<file path="src/rtl/rx_cmd_decoder.sv">
// rx_cmd_decoder
// Parses command frames arriving byte-by-byte from the UART RX deserialiser
// and hands single-cycle command beats to the TX controller.
//
// Frames (first byte is the opcode):
//   AA addr data       -> 001 / addr     / data
//   BB addr            -> 010 / addr     / 00
//   CC opA opB func    -> 011 / OPA_ADDR / opA, 011 / OPB_ADDR / opB,
//                         100 / 00       / {4'h0, func[3:0]}
//   DD func            -> 100 / 00       / {4'h0, func[3:0]}
//
// Ports:
//   RXDec_CLK          system clock
//   RXDec_RST          asynchronous active-low reset
//   RXDec_Data         received byte
//   RXDec_Data_Valid   one-cycle byte strobe
//   RXDec_Frame_Err    parity/stop error, qualified by RXDec_Data_Valid
//   RXDec_Accept       TX controller can take a beat
//   RXDec_Command      000 idle, 001 write, 010 read, 011 operand write, 100 ALU
//   RXDec_Addr         RF address of the beat
//   RXDec_Pdata        write data, or ALU function in [3:0]
//   RXDec_Frame_Drop   one-cycle pulse when a frame or byte is discarded
//   RXDec_Err_Cnt      saturating drop counter (only with RX_ERR_CNT_EN)
//
// Optional feature macro: RX_ERR_CNT_EN
//
// state    | meaning
// ---------+---------------------------------------------------------
// IDLE     | waiting for an opcode byte
// GET_ADDR | collecting the address byte (AA / BB)
// GET_DATA | collecting the write data byte (AA)
// GET_OPA  | collecting operand A (CC)
// GET_OPB  | collecting operand B (CC)
// GET_FUNC | collecting the ALU function byte (CC / DD)
// PENDING  | frame complete, waiting for RXDec_Accept
// ISSUE    | beats going out on consecutive cycles
module rx_cmd_decoder #(
    parameter int         TIMEOUT_CYCLES = 4096,
    parameter logic [7:0] OPA_ADDR       = 8'h00,
    parameter logic [7:0] OPB_ADDR       = 8'h01
) (
    input  logic       RXDec_CLK,
    input  logic       RXDec_RST,
    input  logic [7:0] RXDec_Data,
    input  logic       RXDec_Data_Valid,
    input  logic       RXDec_Frame_Err,
    input  logic       RXDec_Accept,
    output logic [2:0] RXDec_Command,
    output logic [7:0] RXDec_Addr,
    output logic [7:0] RXDec_Pdata,
`ifdef RX_ERR_CNT_EN
    output logic [7:0] RXDec_Err_Cnt,
`endif
    output logic       RXDec_Frame_Drop
);

    localparam int          TW      = (TIMEOUT_CYCLES > 2) ? $clog2(TIMEOUT_CYCLES) : 1;
    localparam logic [TW-1:0] TO_LAST = TW'(TIMEOUT_CYCLES - 1);

    typedef enum logic [2:0] {
        IDLE, GET_ADDR, GET_DATA, GET_OPA, GET_OPB, GET_FUNC, PENDING, ISSUE
    } state_t;

    typedef enum logic [1:0] {FR_WR, FR_RD, FR_OPS, FR_ALU} frame_t;

    state_t        state, state_nxt;
    frame_t        frame_q, frame_nxt;
    logic [TW-1:0] tmo_q, tmo_nxt;
    logic [1:0]    idx_q, idx_nxt, bsel, nbeats;
    logic [7:0]    addr_r, data_r, opa_r, opb_r;
    logic [3:0]    func_r;
    logic          byte_ok, in_get;
    logic [2:0]    beat_cmd, cmd_nxt;
    logic [7:0]    beat_addr, beat_data, addr_nxt, pdata_nxt;
    logic          drop_nxt;

    assign byte_ok = RXDec_Data_Valid && !RXDec_Frame_Err;
    assign in_get  = (state == GET_ADDR) || (state == GET_DATA) || (state == GET_OPA) ||
                     (state == GET_OPB)  || (state == GET_FUNC);
    assign nbeats  = (frame_q == FR_OPS) ? 2'd3 : 2'd1;
    // The first beat is registered on the PENDING->ISSUE edge, later ones from ISSUE.
    assign bsel    = (state == PENDING) ? 2'd0 : idx_q;

    always_comb begin
        beat_cmd  = 3'b000;
        beat_addr = 8'h00;
        beat_data = 8'h00;
        case (frame_q)
            FR_WR: begin
                beat_cmd  = 3'b001;
                beat_addr = addr_r;
                beat_data = data_r;
            end
            FR_RD: begin
                beat_cmd  = 3'b010;
                beat_addr = addr_r;
            end
            FR_OPS: begin
                if (bsel == 2'd0) begin
                    beat_cmd  = 3'b011;
                    beat_addr = OPA_ADDR;
                    beat_data = opa_r;
                end else if (bsel == 2'd1) begin
                    beat_cmd  = 3'b011;
                    beat_addr = OPB_ADDR;
                    beat_data = opb_r;
                end else begin
                    beat_cmd  = 3'b100;
                    beat_data = {4'h0, func_r};
                end
            end
            default: begin
                beat_cmd  = 3'b100;
                beat_data = {4'h0, func_r};
            end
        endcase
    end

    always_comb begin
        state_nxt = state;
        frame_nxt = frame_q;
        tmo_nxt   = '0;
        idx_nxt   = idx_q;
        cmd_nxt   = 3'b000;
        addr_nxt  = 8'h00;
        pdata_nxt = 8'h00;
        drop_nxt  = 1'b0;
        case (state)
            IDLE: begin
                idx_nxt = 2'd0;
                if (byte_ok) begin
                    case (RXDec_Data)
                        8'hAA: begin frame_nxt = FR_WR;  state_nxt = GET_ADDR; end
                        8'hBB: begin frame_nxt = FR_RD;  state_nxt = GET_ADDR; end
                        8'hCC: begin frame_nxt = FR_OPS; state_nxt = GET_OPA;  end
                        8'hDD: begin frame_nxt = FR_ALU; state_nxt = GET_FUNC; end
                        default: ;
                    endcase
                end
            end
            GET_ADDR: if (byte_ok) state_nxt = (frame_q == FR_WR) ? GET_DATA : PENDING;
            GET_DATA: if (byte_ok) state_nxt = PENDING;
            GET_OPA:  if (byte_ok) state_nxt = GET_OPB;
            GET_OPB:  if (byte_ok) state_nxt = GET_FUNC;
            GET_FUNC: if (byte_ok) state_nxt = PENDING;
            PENDING: begin
                drop_nxt = RXDec_Data_Valid;
                if (RXDec_Accept) begin
                    state_nxt = ISSUE;
                    cmd_nxt   = beat_cmd;
                    addr_nxt  = beat_addr;
                    pdata_nxt = beat_data;
                    idx_nxt   = 2'd1;
                end
            end
            ISSUE: begin
                drop_nxt = RXDec_Data_Valid;
                if (idx_q == nbeats) begin
                    state_nxt = IDLE;
                    idx_nxt   = 2'd0;
                end else begin
                    cmd_nxt   = beat_cmd;
                    addr_nxt  = beat_addr;
                    pdata_nxt = beat_data;
                    idx_nxt   = idx_q + 2'd1;
                end
            end
            default: state_nxt = IDLE;
        endcase

        // Abort paths of the collecting states; a valid byte always beats expiry.
        if (in_get) begin
            if (RXDec_Data_Valid && RXDec_Frame_Err) begin
                state_nxt = IDLE;
                drop_nxt  = 1'b1;
            end else if (!RXDec_Data_Valid) begin
                if (tmo_q == TO_LAST) begin
                    state_nxt = IDLE;
                    drop_nxt  = 1'b1;
                end else begin
                    tmo_nxt = tmo_q + 1'b1;
                end
            end
        end
    end

    always_ff @(posedge RXDec_CLK or negedge RXDec_RST) begin
        if (!RXDec_RST) begin
            state            <= IDLE;
            frame_q          <= FR_WR;
            tmo_q            <= '0;
            idx_q            <= 2'd0;
            RXDec_Command    <= 3'b000;
            RXDec_Addr       <= 8'h00;
            RXDec_Pdata      <= 8'h00;
            RXDec_Frame_Drop <= 1'b0;
        end else begin
            state            <= state_nxt;
            frame_q          <= frame_nxt;
            tmo_q            <= tmo_nxt;
            idx_q            <= idx_nxt;
            RXDec_Command    <= cmd_nxt;
            RXDec_Addr       <= addr_nxt;
            RXDec_Pdata      <= pdata_nxt;
            RXDec_Frame_Drop <= drop_nxt;
        end
    end

    always_ff @(posedge RXDec_CLK or negedge RXDec_RST) begin
        if (!RXDec_RST) begin
            addr_r <= 8'h00;
            data_r <= 8'h00;
            opa_r  <= 8'h00;
            opb_r  <= 8'h00;
            func_r <= 4'h0;
        end else if (byte_ok) begin
            case (state)
                GET_ADDR: addr_r <= RXDec_Data;
                GET_DATA: data_r <= RXDec_Data;
                GET_OPA:  opa_r  <= RXDec_Data;
                GET_OPB:  opb_r  <= RXDec_Data;
                GET_FUNC: func_r <= RXDec_Data[3:0];
                default: ;
            endcase
        end
    end

`ifdef RX_ERR_CNT_EN
    always_ff @(posedge RXDec_CLK or negedge RXDec_RST) begin
        if (!RXDec_RST) begin
            RXDec_Err_Cnt <= 8'h00;
        end else if (drop_nxt && (RXDec_Err_Cnt != 8'hFF)) begin
            RXDec_Err_Cnt <= RXDec_Err_Cnt + 8'h01;
        end
    end
`endif

endmodule

</file>
<file path="config.mk">
export PLATFORM = sky130hd
export DESIGN_NAME = rx_cmd_decoder
export DESIGN_NICKNAME = d
export VERILOG_FILES = /design/src/rtl/rx_cmd_decoder.sv
export SDC_FILE = /design/constraint.sdc
export NUM_CORES = 1
export LEC_CHECK = 0
export ABC_CLOCK_PERIOD_IN_PS = 3300
export CELL_PAD_IN_SITES_DETAIL_PLACEMENT = 0
export CELL_PAD_IN_SITES_GLOBAL_PLACEMENT = 2
export CORE_ASPECT_RATIO = 0.75
export CORE_MARGIN = 3
export CORE_UTILIZATION = 41
export DETAILED_ROUTE_END_ITERATION = 16
export PLACE_DENSITY = 0.95
export SLEW_MARGIN = 20
export SYNTH_ARGS = -nofsm -noshare
export SYNTH_HDL_FRONTEND = slang
export SYNTH_SLANG_ARGS = --single-unit
</file>
<file path="constraint.sdc">
create_clock -name RXDec_CLK -period 3.3 [get_ports RXDec_CLK]
set_clock_uncertainty 0.15 [all_clocks]
set_input_delay 0.33 -clock RXDec_CLK [delete_from_list [all_inputs] [get_ports RXDec_CLK]]
set_output_delay 0.33 -clock RXDec_CLK [all_outputs]
set_load 0.1 [all_outputs]
</file>
Yosys cells after proc, flatten, opt, wreduce, memory -nomap -nowiden --
Index checks and enable logic that the tools add are counted.
Word-level totals: bits in registers 75, input port bits 13, output and inout port bits 20
Cells by class: $add $sub $neg 2, equality and inequality tests 17, mux-type cells 47, reductions and logical operators 23
Operator list (count):
- 12-bit 2-to-1 mux | 4
- 3-bit 2-to-1 mux | 16
- 8-bit 2-to-1 mux | 6
- 8-bit one-hot mux with 2 select lines | 3
- 8-bit == test, second input constant | 4
- 8-bit one-hot mux with 3 select lines | 1
- 3-bit one-hot mux with 7 select lines | 1
- 3-bit one-hot mux with 3 select lines | 2
- 12-bit by 1-bit adder with 12-bit output, second input constant | 1
- 12-bit == test, second input constant | 1
- 3-bit == test, second input constant | 4
- 2-bit AND reduction | 6
- 2-bit 2-to-1 mux | 4
- 2-bit one-hot mux with 4 select lines | 1
- 2-bit OR reduction | 4
- 1-bit 2-to-1 mux | 7
- 3-bit by 2-bit == test with 1-bit output, second input constant | 2
- 2-bit one-hot mux with 3 select lines | 1
- 3-bit one-hot mux with 2 select lines | 1
- 2-bit by 1-bit == test with 1-bit output, second input constant | 2
- 2-bit logical NOT | 2
- 1-bit logical OR | 4
- 4-bit nonzero test | 1
- 3-bit by 1-bit == test with 1-bit output, second input constant | 1
- 9 further kinds | 10

Depth between registers and ports, before layout --
word-level depth 9, gate-level depth with buffers 7, mapped depth without buffers 5

Least setup slack after synthesis --
No wires, ideal clock.
kind input-to-reg, start input port RXDec_Frame_Err, end register data_r[0], library setup time 125 ps, data arrival time 1443 ps, path slack 1582 ps, cell stages on the path 4, path buffers 1, path through nand2b_2 -> or4b_1 -> buf_6 -> mux2_4
Between the ends: longest elaborated chain between the ends 3
Ends and longest elaborated chain:
- start: declaration | RTL line 46 | input logic RXDec_Frame_Err,
- 1-bit logical NOT | RTL line 77 | assign byte_ok = RXDec_Data_Valid && !RXDec_Frame_Err;
- 1-bit logical AND | RTL line 77
- 2-bit AND reduction (no line)
- end signal: assignment | RTL line 219 | GET_DATA: data_r <= RXDec_Data;
- end: declaration | RTL line 70 | logic [7:0] addr_r, data_r, opa_r, opb_r;
Every way passes these cells. A chain may end at the register's enable or synchronous reset.

Worst setup path in the final report --
start register RXDec_Frame_Drop, end output port RXDec_Frame_Drop
RTL lines:
- start: declaration | RTL line 54 | output logic RXDec_Frame_Drop
- start signal: assignment | RTL line 205 | RXDec_Frame_Drop <= drop_nxt;
No word-level cell between the ends.

==> flow_metrics.env <==
export IMPL_timing_max_cap_violations=0
export IMPL_first_iter_violations=218
export IMPL_numCtsBuffers=9
export IMPL_path_class="flip-flop to output port"
export IMPL_grt_antenna_before_repair=0
export IMPL_met2_usage_pct=24.5
export IMPL_avgSynthCellArea_um2=11.7
export IMPL_r2r_cells=3
export IMPL_clk_pin_slew_ns=0.08
export IMPL_crit_path_end_kind="output port"
export IMPL_crit_required_ns=2.82
export IMPL_r2r_setup_slack_ns=1.19
export IMPL_coreArea_um2=7990
export IMPL_die_h_um=84.9
export IMPL_drc=0
export IMPL_max_freq_mhz=435
export IMPL_drtPass1Iterations=4
export IMPL_vias_per_cell=5.48
export IMPL_synth_seq_cells=75
export IMPL_portBuffers=32
export IMPL_cts_setup_buffers=0
export IMPL_area_growth_pct=17.3
export IMPL_netlist_top_cells_area="dfrtp_1, mux2_2, mux2_4"
export IMPL_setup_viol=0
export IMPL_synth_area_um2=3410
export IMPL_synth_top_cell_area_share_pct=55.1
export IMPL_place_hpwl_mm=4.92
export IMPL_placed_cells=416
export IMPL_die_x_um=111
export IMPL_grt_ovfl_total=0
export IMPL_ys_seq_area_share_pct=55.1
export IMPL_clk_latency_ns=0.35
export IMPL_rsz0062_at_grt="false"
export IMPL_cp_start_kind="flip-flop"
export IMPL_status="finished, violations left"
export IMPL_busiest_layer="met2"
export IMPL_layout_drive_gt1_share_pct=18.3
export IMPL_h_tree_depth=3
export IMPL_std_cell_rows=28
export IMPL_clockRootBuffer="clkbuf_8"
export IMPL_violations="hold timing"
export IMPL_synth_main_ff_cell="dfrtp_1"
export IMPL_grt_pass1_vias=2383
export IMPL_ctsResizeCount=0
export IMPL_crit_reg2reg_launch="state[0]$_DFF_PN0_"
export IMPL_path_buf_inv=1
export IMPL_relSlewSlack_pct=34.9
export IMPL_grt_pass1_wl_mm=12.4
export IMPL_clockBufferDepth=2
export IMPL_postCtsHoldBufs=0
export IMPL_syn_num_nets=305
export IMPL_finalCriticalPeriod_ns=2.30
export IMPL_antenna_cells=0
export IMPL_power_density_nw_per_um2=729
export IMPL_cpLargestDelayFamily="buffers and inverters"
export IMPL_use_met1_pct=24.0
export IMPL_hold_violations=39
export IMPL_max_stage_delay_ns=1.13
export IMPL_crit_arrival_ns=1.82
export IMPL_wl_mm=7.41
export IMPL_tns_ns=0
export IMPL_period_share_pct=69.7
export IMPL_final_max_slew_viol_count=0
export IMPL_grt_util_all_layers_pct=16.6
export IMPL_slowest_stage="clkdlybuf4s50_1"
export IMPL_die_area_um2=9450
export IMPL_ys_warnings_count=0
export IMPL_p_leak_nw=1.73
export IMPL_final_cells=432
export IMPL_clkSinkCount=75
export IMPL_wire_per_inst_um=17.1
export IMPL_tightest_slew_ns=0.973
export IMPL_peakVddDrop_mv=0.361
export IMPL_synth_edf_count=0
export IMPL_syn_inst=291
export IMPL_start_util_pct=42.7
export IMPL_vias=2369
export IMPL_ioPinCount=33
export IMPL_ys_types=50
export IMPL_worst_r2r_endpoint="opa_r[1]$_DFFE_PN0P_"
export IMPL_cts_tree="yes"
export IMPL_place_congestion=0.803
export IMPL_drtAntennaViolNets=0
export IMPL_grt_met3_usage_pct=4.63
export IMPL_yosysTopAreaCell="dfrtp_1"
export IMPL_setup_worst_path_start="RXDec_Frame_Drop$_DFF_PN0_"
export IMPL_async_reset_ff_share_pct=100
export IMPL_cp_max_fo=1
export IMPL_path_cells="clkdlybuf4s50_1"
export IMPL_min_path_type="input pin to async pin"
export IMPL_grt_max_degree=76
export IMPL_fin_hold_ws_ns=-0.0455
export IMPL_layout_nets=336
[registers in the layout (all words and copies together) (netlist names)]
signal / flops
opa_r: 8
RXDec_Command: 3
idx_q: 2
opb_r: 8
data_r: 8
RXDec_Addr: 8
RXDec_Pdata: 8
addr_r: 8
tmo_q: 12
frame_q: 2
func_r: 4
RXDec_Frame_Drop: 1
state: 3
[Yosys cell counts (2+ instances only)]
cell      instances
dfrtp_1          75
mux2_2           28
nand2_1          20
nor2_1           19
nand3_1          12
a21oi_1          11
xor2_1           11
clkbuf_1         10
mux2_4            8
inv_1             7
nor2b_1           7
nor3b_1           7
o21ai_0           6
a31oi_1           5
nand4_1           5
nor3_1            5
a32oi_1           4
buf_2             4
a21o_1            3
a311oi_1          3
and4_1            3
mux2i_1           3
nor4bb_1          3
o221ai_1          3
and2_1            2
o21ai_1           2
or3_1             2
[how the worst max path moves through the flow]
| stage | end | slack, ns | cells after the start |
|---|---|---|---|
| 3_5_place_dp | data_r[0]$_DFFE_PN0P_ | 0.77 | 4 |
| 2_1_floorplan | data_r[0]$_DFFE_PN0P_ | 1.58 | 4 |
| 5_1_grt | RXDec_Command[0] | 0.94 | 1 |
| 6_report | RXDec_Frame_Drop | 1.0 | 1 |
| 4_1_cts | RXDec_Command[0] | 0.97 | 1 |
| 3_3_place_gp | data_r[3]$_DFFE_PN0P_ | 0.82 | 4 |
[cell families after synthesis]
family | after synthesis | share of synthesized area (%)
simple gates | 97 | 16.1
flops | 75 | 55.1
compound gates | 45 | 8.92
xor+xnor | 12 | 3.08
fa+ha+maj | 1 | 0.367
buf+inv | 22 | 2.79
mux | 39 | 13.7
[stage by stage]
step                power [W]  setup WS [ns]  utilization [%]  cell area, um2
finish                0.00291           1.00             50.0            4000
global route          0.00309          0.938             50.0            4000
detailed placement    0.00227          0.772             47.7            3810
floorplan             0.00204           1.58                -            3410
CTS                   0.00293          0.967             50.0            4000
global placement      0.00225          0.816             47.7            3810
[power breakdown]
group	switching [W]	internal, W
clock network	0.000341	0.000315
logic	0.000458	0.000395
registers	0.000218	0.00119
[layout make-up]
class | instances | area [um2]
sequential | 75 | 1880
timing repair buffer | 35 | 340
clock buffer | 11 | 151
clock inverter | 5 | 35.0
multi-input combinational | 194 | 1440
inverter | 7 | 26.3
fill | 727 | 3990
tap | 105 | 131
[routing by layer]
layer  vias up  part of all wire, %
met5         -                    0
met4         0                  1.7
met3        13                  3.7
met2        48                   44
met1      1191                   51
li1       1117                    -
[placed cells by master (no fill, tap or decap), types with 4 or more instances in the layout]
| cell | n |
|---|---|
| buf_4 | 4 |
| a32oi_1 | 4 |
| nand2_1 | 20 |
| a31oi_1 | 5 |
| nor3b_1 | 7 |
| clkbuf_8 | 11 |
| xor2_1 | 11 |
| a21oi_1 | 11 |
| mux2_2 | 28 |
| mux2_4 | 8 |
| nor2_1 | 19 |
| nand4_1 | 5 |
| inv_1 | 7 |
| nor3_1 | 5 |
| nor2b_1 | 7 |
| dfrtp_1 | 75 |
| o21ai_0 | 6 |
| nand3_1 | 12 |
| clkdlybuf4s50_1 | 31 |
No activity file was read; power rests on OpenSTA's default activity.
